## config.mk

```make
export PLATFORM = sky130hd
export DESIGN_NAME = cla_word_sequencer
export DESIGN_NICKNAME = d
export VERILOG_FILES = /design/src/rtl/cla_seq_pkg.sv /design/src/rtl/cla_word_sequencer.sv
export SDC_FILE = /design/constraint.sdc
export NUM_CORES = 1
export LEC_CHECK = 0
export ABC_AREA = 1
export BUFFER_PORTS_ARGS = -buffer_cell sky130_fd_sc_hd__buf_2
export CAP_MARGIN = 20
export CORE_ASPECT_RATIO = 1.1
export CORE_MARGIN = 2
export CORE_UTILIZATION = 30
export DETAILED_ROUTE_END_ITERATION = 7
export MAX_ROUTING_LAYER = met4
export PLACE_DENSITY = 0.57
export SYNTH_ARGS = -nofsm -noshare
export SYNTH_HDL_FRONTEND = slang
export SYNTH_SLANG_ARGS = --single-unit
```

## constraint.sdc

```tcl
create_clock -name clk -period 5.2 [get_ports clk]
set_input_delay 1.04 -clock clk [delete_from_list [all_inputs] [get_ports clk]]
set_output_delay 1.04 -clock clk [all_outputs]
set_load 0.05 [all_outputs]
```

## src/rtl/cla_seq_pkg.sv

```systemverilog
// Shared types and constants for the nibble-serial CLA word sequencer.
// Latency: n/a (declarations only).
// Backpressure: n/a.
package cla_seq_pkg;

   typedef enum logic [1:0] {
      IDLE = 2'd0,
      STEP = 2'd1,
      DONE = 2'd2
   } state_t;

   // Width of the slice handed to the 4-bit CLA each step.
   localparam int NIB_W = 4;

   // Register latency of the standard CLA instance beside the sequencer.
   localparam int CLA_LAT_DEF = 2;

endpackage

```

## src/rtl/cla_word_sequencer.sv

```systemverilog
// Feeds a WIDTH-bit add through an external registered 4-bit CLA one nibble at a time, LSB first.
// Latency: out_valid rises NIB*(CLA_LAT+1) edges after the accepting edge.
// Backpressure: result held in DONE until out_ready; in_ready only in IDLE, nothing is queued.
module cla_word_sequencer
   import cla_seq_pkg::*;
#(
   parameter int WIDTH   = 16,
   parameter int CLA_LAT = CLA_LAT_DEF
) (
   input  logic             clk,
   input  logic             rst,
   input  logic             in_valid,
   output logic             in_ready,
   input  logic [WIDTH-1:0] a,
   input  logic [WIDTH-1:0] b,
   input  logic             cin,
   output logic             out_valid,
   input  logic             out_ready,
   output logic [WIDTH-1:0] sum,
   output logic             cout,
   output logic             ovf,
   output logic [3:0]       cla_a,
   output logic [3:0]       cla_b,
   output logic             cla_c0,
   input  logic [3:0]       cla_s,
   input  logic             cla_c4
);

   localparam int NIB   = WIDTH / NIB_W;
   localparam int IDX_W = (NIB > 1) ? $clog2(NIB) : 1;
   localparam int CNT_W = $clog2(CLA_LAT + 1);

   generate
      if (((WIDTH % NIB_W) != 0) || (WIDTH < NIB_W)) begin : g_bad_width
         $error("cla_word_sequencer: WIDTH must be a multiple of 4 and at least 4");
      end
      if (CLA_LAT < 1) begin : g_bad_lat
         $error("cla_word_sequencer: CLA_LAT must be at least 1");
      end
   endgenerate

   state_t           state;
   state_t           state_nxt;
   logic [WIDTH-1:0] a_q;
   logic [WIDTH-1:0] b_q;
   logic [WIDTH-1:0] result_q;
   logic             carry_q;
   logic             cout_q;
   logic             ovf_q;
   logic [IDX_W-1:0] idx_q;
   logic [CNT_W-1:0] cnt_q;
   logic             sample;
   logic             last_nib;

   // The CLA output is trusted only after the full latency has elapsed for this step's inputs.
   assign sample   = (state == STEP) && (cnt_q == CNT_W'(CLA_LAT));
   assign last_nib = (idx_q == IDX_W'(NIB - 1));

   assign sum  = result_q;
   assign cout = cout_q;
   assign ovf  = ovf_q;

   // State register.
   always_ff @(posedge clk) begin
      if (rst) begin
         state <= IDLE;
      end else begin
         state <= state_nxt;
      end
   end

   // Next-state, handshake and CLA drive; CLA inputs idle at zero outside STEP.
   always_comb begin
      state_nxt = state;
      in_ready  = 1'b0;
      out_valid = 1'b0;
      cla_a     = '0;
      cla_b     = '0;
      cla_c0    = 1'b0;
      case (state)
         IDLE: begin
            in_ready = 1'b1;
            if (in_valid) begin
               state_nxt = STEP;
            end
         end
         STEP: begin
            cla_a  = a_q[NIB_W*int'(idx_q) +: NIB_W];
            cla_b  = b_q[NIB_W*int'(idx_q) +: NIB_W];
            cla_c0 = carry_q;
            if (sample && last_nib) begin
               state_nxt = DONE;
            end
         end
         DONE: begin
            out_valid = 1'b1;
            if (out_ready) begin
               state_nxt = IDLE;
            end
         end
         default: state_nxt = IDLE;
      endcase
   end

   // Operand capture, step timing, nibble result assembly and carry chaining.
   always_ff @(posedge clk) begin
      if (rst) begin
         a_q      <= '0;
         b_q      <= '0;
         result_q <= '0;
         carry_q  <= 1'b0;
         cout_q   <= 1'b0;
         ovf_q    <= 1'b0;
         idx_q    <= '0;
         cnt_q    <= '0;
      end else begin
         case (state)
            IDLE: begin
               if (in_valid) begin
                  a_q      <= a;
                  b_q      <= b;
                  carry_q  <= cin;
                  result_q <= '0;
                  cout_q   <= 1'b0;
                  ovf_q    <= 1'b0;
                  idx_q    <= '0;
                  cnt_q    <= '0;
               end
            end
            STEP: begin
               if (sample) begin
                  result_q[NIB_W*int'(idx_q) +: NIB_W] <= cla_s;
                  carry_q <= cla_c4;
                  cnt_q   <= '0;
                  if (last_nib) begin
                     cout_q <= cla_c4;
                     // Sign of the word result is the top bit of the final nibble.
                     ovf_q  <= (a_q[WIDTH-1] == b_q[WIDTH-1]) &&
                               (cla_s[NIB_W-1] != a_q[WIDTH-1]);
                  end else begin
                     idx_q <= idx_q + 1'b1;
                  end
               end else begin
                  cnt_q <= cnt_q + 1'b1;
               end
            end
            default: ;
         endcase
      end
   end

endmodule

```

After elaboration in Yosys (flattened, before gate mapping)

Cells that the tools add are included.

Register bits: 57
Bits in latches: 0
RAM bits: 0
Bits in read-only memories: 0
Input bits: 42
Output and inout port bits: 29
Word-level logic and storage cells: 68
Memories kept: 0

$add $sub $neg: 3
Multiply operators: 0
Div/mod/pow operators: 0
$lt $le $gt $ge: 0
Equal/unequal tests: 12
Shifts and indexed selects: 4
Muxes and demuxes: 29
Bitwise operators: 0
Reductions and logical operators: 11

Operators by type and width:

| cell                                                                    | count |
|---|---|
| 4-bit negation with 33-bit output                                       | 1 |
| 4-bit by 33-bit variable shift with 16-bit output, first input constant | 1 |
| 4-bit by 33-bit variable part select with 16-bit output                 | 1 |
| 16-bit two-way mux                                                      | 2 |
| 16-bit one-hot mux with 2 select lines                                  | 1 |
| 16-bit by 5-bit variable part select with 4-bit output                  | 2 |
| 16-bit bitwise mux                                                      | 1 |
| 2-bit two-way mux                                                       | 7 |
| 1-bit two-way mux                                                       | 10 |
| 2-bit inequality test, second input constant                            | 5 |
| 4-bit two-way mux                                                       | 2 |
| 2-bit one-hot mux with 2 select lines                                   | 2 |
| 4-bit AND reduction                                                     | 2 |
| 2-bit equality test, second input constant                              | 3 |
| 1-bit one-hot mux with 2 select lines                                   | 3 |
| 2-bit one-hot mux with 3 select lines                                   | 1 |
| 3-bit AND reduction                                                     | 2 |
| 2-bit by 1-bit adder with 2-bit output, second input constant           | 2 |
| 2-bit AND reduction                                                     | 2 |
| 1-bit logical AND                                                       | 3 |
| 2-bit by 1-bit equality test with 1-bit output, second input constant   | 1 |
| 2-bit zero test                                                         | 1 |
| 2-bit by 1-bit inequality test with 1-bit output, second input constant | 1 |
| 2-bit nonzero test                                                      | 1 |
| other kinds (2)                                                         | 2 |

Longest topological paths before layout

Depth in word-level cells: 5
Depth in mapped cells: 9
Gate-level depth less buffers: 8

Least setup slack after synthesis

OpenSTA, ideal clock, no wires.

Kind: flip-flop to output port
From: reg idx_q[1]
To: out cla_b[0]
Arrival: 1.748 ns
Data required time: 4.160 ns
Slack: 2.412 ns
Cell stages (with the launch flop): 6
Buffers on the path: 1
Cells stage by stage: dfxtp_1 > buf_2 > clkinv_1 > nor2_1 > o21ai_0 > a21oi_1

Word-level cells in the longest chain between the ends: 2

RTL lines:

| item                                                   | line                      | RTL |
|---|---|---|
| from (decl)                                            | cla_word_sequencer.sv:50  | `logic [IDX_W-1:0] idx_q;` |
| from (signal assigned)                                 | cla_word_sequencer.sv:141 | `idx_q <= idx_q + 1'b1;` |
| 16-bit by 5-bit variable part select with 4-bit output | cla_word_sequencer.sv:89  | `cla_b = b_q[NIB_W*int'(idx_q) +: NIB_W];` |
| 4-bit two-way mux                                      | cla_word_sequencer.sv:80  | `case (state)` |
| to (decl)                                              | cla_word_sequencer.sv:23  | `output logic [3:0] cla_b,` |

Every way passes these cells.

Worst setup path in the final report

From: reg idx_q[0]
To: out cla_b[0]

Same word-level chain as after synthesis.

==> flow_metrics.env <==
export IMPL_ys_warn_count=0
export IMPL_outcome="finished, final reports clean"
export IMPL_gp_congestion=0.770
export IMPL_synth_seq_area_share_pct=40.7
export IMPL_drt_pass1_iter_count=4
export IMPL_p_leak_uw=0.00161
export IMPL_row_count=37
export IMPL_grt_usage_pct=15.5
export IMPL_worstSetupEndpointType="output port"
export IMPL_grt_first_pass_wirelength_um=12000
export IMPL_r2r_start="idx_q[0]"
export IMPL_synth_top_cell_by_area="dfxtp_1"
export IMPL_synth_top_area_share_pct=40.7
export IMPL_initial_utilization_pct=30.4
export IMPL_synth_area_per_cell_sq_um=6.57
export IMPL_crit_start="idx_q[0]"
export IMPL_gr_total_overflow=0
export IMPL_num_vias=2773
export IMPL_drive_gt1_share_pct=20.8
export IMPL_antenna_cells=0
export IMPL_grt_start_max_net_pins=54
export IMPL_ios=71
export IMPL_power_density_nw_per_um2=357
export IMPL_period_minus_slack_ns=3.44
export IMPL_post_cts_resized=0
export IMPL_postRouteAntennaNets=0
export IMPL_wl_per_cell_um=11.6
export IMPL_clkTransAtPathRegs_ns=0.07
export IMPL_n_fill_cell=1068
export IMPL_routed_via_density=4.53
export IMPL_r2r_cells=8
export IMPL_finalCritPeriodShare_pct=66.2
export IMPL_insertion_delay_ns=0.34
export IMPL_cts_made_buffers=9
export IMPL_ctsHoldBuffers=0
export IMPL_hold_class="register to register"
export IMPL_drc=0
export IMPL_ys_types=22
export IMPL_cts_root_buf="clkbuf_8"
export IMPL_die_w_um=96.2
export IMPL_netlist_top_cells_area="dfxtp_1 (41%), nor2_1 (20%), o21ai_0 (8.2%)"
export IMPL_post_cts_buffers=0
export IMPL_rrSetupSlack_ns=2.52
export IMPL_dpl_hpwl_um=4980
export IMPL_dieArea_sq_um=10100
export IMPL_rsz0062_at_grt="no"
export IMPL_antenna_found_initial=0
export IMPL_drv_slew=0
export IMPL_fmax_ghz=0.291
export IMPL_die_h_um=105
export IMPL_path_class="register to output port"
export IMPL_r2r_end="sum[6]"
export IMPL_cts_buffer_depth=2
export IMPL_drt_iter0_markers=75
export IMPL_worstPathMaxFanout=25
export IMPL_port_buffers=70
export IMPL_core_region_area_sq_um=9210
export IMPL_finalSetupViolCount=0
export IMPL_syn_to_final_growth_pct=21.7
export IMPL_crit_required_ns=4.16
export IMPL_fin_skew_ns=0.00469
export IMPL_synth_seq_cells=57
export IMPL_cts_max_level=3
export IMPL_wirelength_um=7130
export IMPL_numClockSinks=57
export IMPL_nNetsFinal=538
export IMPL_instances_no_fill=612
export IMPL_cts_tree="yes"
export IMPL_synth_area_sq_um=2810
export IMPL_placed_cells=596
export IMPL_tns_ns=0
export IMPL_finalPower_uw=1220
export IMPL_max_slew_worst_pin_slew_ns=0.872
export IMPL_hold_viol_final=0
export IMPL_syn_nets=475
export IMPL_cp_start_kind="register"
export IMPL_syn_inst=427
export IMPL_maxCapViolCount=0
export IMPL_maxSlewHeadroom_pct=41.8
export IMPL_endpoint="cla_b[0]"
export IMPL_irDropWorstVdd_v=0.000155
export IMPL_grt_pass1_vias=2609
export IMPL_crit_arrival_ns=2.40
==> metal layers <==
layer,part of all wire [%],vias up,track usage (%)
li1,-,1461,-
met1,46,1226,19.2
met2,47,76,24.8
met3,5.4,10,3.22
met4,1.2,0,5.61
met5,0,-,-
==> worst min path at each step <==
stage,startpoint,to,slack (ns),cells past startpoint
floorplan,b_q[6],b_q[6],0.45,2
global placement,cout,cout,0.46,2
detailed placement,b_q[5],b_q[5],0.47,2
CTS,cout,cout,0.48,2
global route,cout,cout,0.49,2
finish,b_q[5],b_q[5],0.48,2
==> state kept, by name (all words and copies together), names as in the netlist <==
register and cells:
carry_q 1, cout 1, a_q 16, state 2, b_q 16, sum 16, ovf 1, cnt_q 2
idx_q 2
==> synthesized netlist by cell type <==
master      n
clkinv_1    1
nand3_2     1
nand2_1    58
buf_4       5
o211ai_1    1
o21ai_0    46
inv_1      37
nand2_2     3
nand4_1     2
clkbuf_1    8
dfxtp_1    57
nor2_1    150
o21ai_1     4
nor3_1      4
buf_2       6
inv_2       3
nand3_1     8
ha_1        6
nor2_4      2
a21oi_1    18
nand2_4     2
nand4_2     5
==> cell type report <==
| cell class | count | area, sq um | share of cell area (%) |
|---|---|---|---|
| clock buffer | 9 | 124 | 3.63 |
| sequential | 57 | 1140 | 33.4 |
| multi-input combinational | 310 | 1410 | 41.4 |
| tap | 117 | 146 | 4.29 |
| inverter | 41 | 154 | 4.51 |
| clock inverter | 7 | 78.8 | 2.31 |
| timing repair buffer | 71 | 358 | 10.5 |
==> layout by cell type (no fill, tap or decap), types with 3 or more instances in the layout <==
cell type | synthesis | routed
a21oi_1 | 18 | 18
o21ai_0 | 46 | 46
nand4_2 | 5 | 5
nor3_1 | 4 | 4
nand3_1 | 8 | 8
dfxtp_1 | 57 | 57
inv_1 | 37 | 37
o21ai_1 | 4 | 4
nor2_1 | 150 | 150
ha_1 | 6 | 6
clkinvlp_4 | 0 | 3
nand2_1 | 58 | 58
buf_2 | 6 | 70
nand2_2 | 3 | 3
inv_2 | 3 | 3
clkbuf_8 | 0 | 9
==> where the power goes <==
| group | switching, uW | internal [uW] |
|---|---|---|
| Sequential | 29.4 | 477 |
| Combinational | 202 | 82.9 |
| Clock | 202 | 225 |
| Total | 433 | 785 |
==> kinds of logic (layout without fill, tap and decap cells) <==
logic type               count (synthesis)  count (layout)  synth area share [%]
adder cells (fa/ha/maj)                  6               6                  2.68
AO/OA/AOI/OAI                           69              69                  12.4
buffers and inverters                   60             128                  8.97
flip-flops                              57              57                  40.7
AND/OR/NAND/NOR                        235             235                  35.3
==> critical path, cell delays in order (launching register included) <==
cell and delay [ns]:
dfxtp_1 0.89, inv_1 0.55, o21ai_0 0.30, a21oi_1 0.09, buf_2 0.22
==> stage by stage <==
step / util [%] / hold slack (ns) / worst slack [ns] / cell area, sq um
6_report: 37.1 / 0.480 / 1.76 / 3410
5_1_grt: 37.1 / 0.495 / 1.45 / 3410
4_1_cts: 37.1 / 0.480 / 1.73 / 3410
3_5_place_dp: 34.9 / 0.468 / 2.10 / 3210
3_3_place_gp: 34.9 / 0.456 / 2.16 / 3210
2_1_floorplan: - / 0.449 / 2.41 / 2810
(Power assumes the default switching activity.)
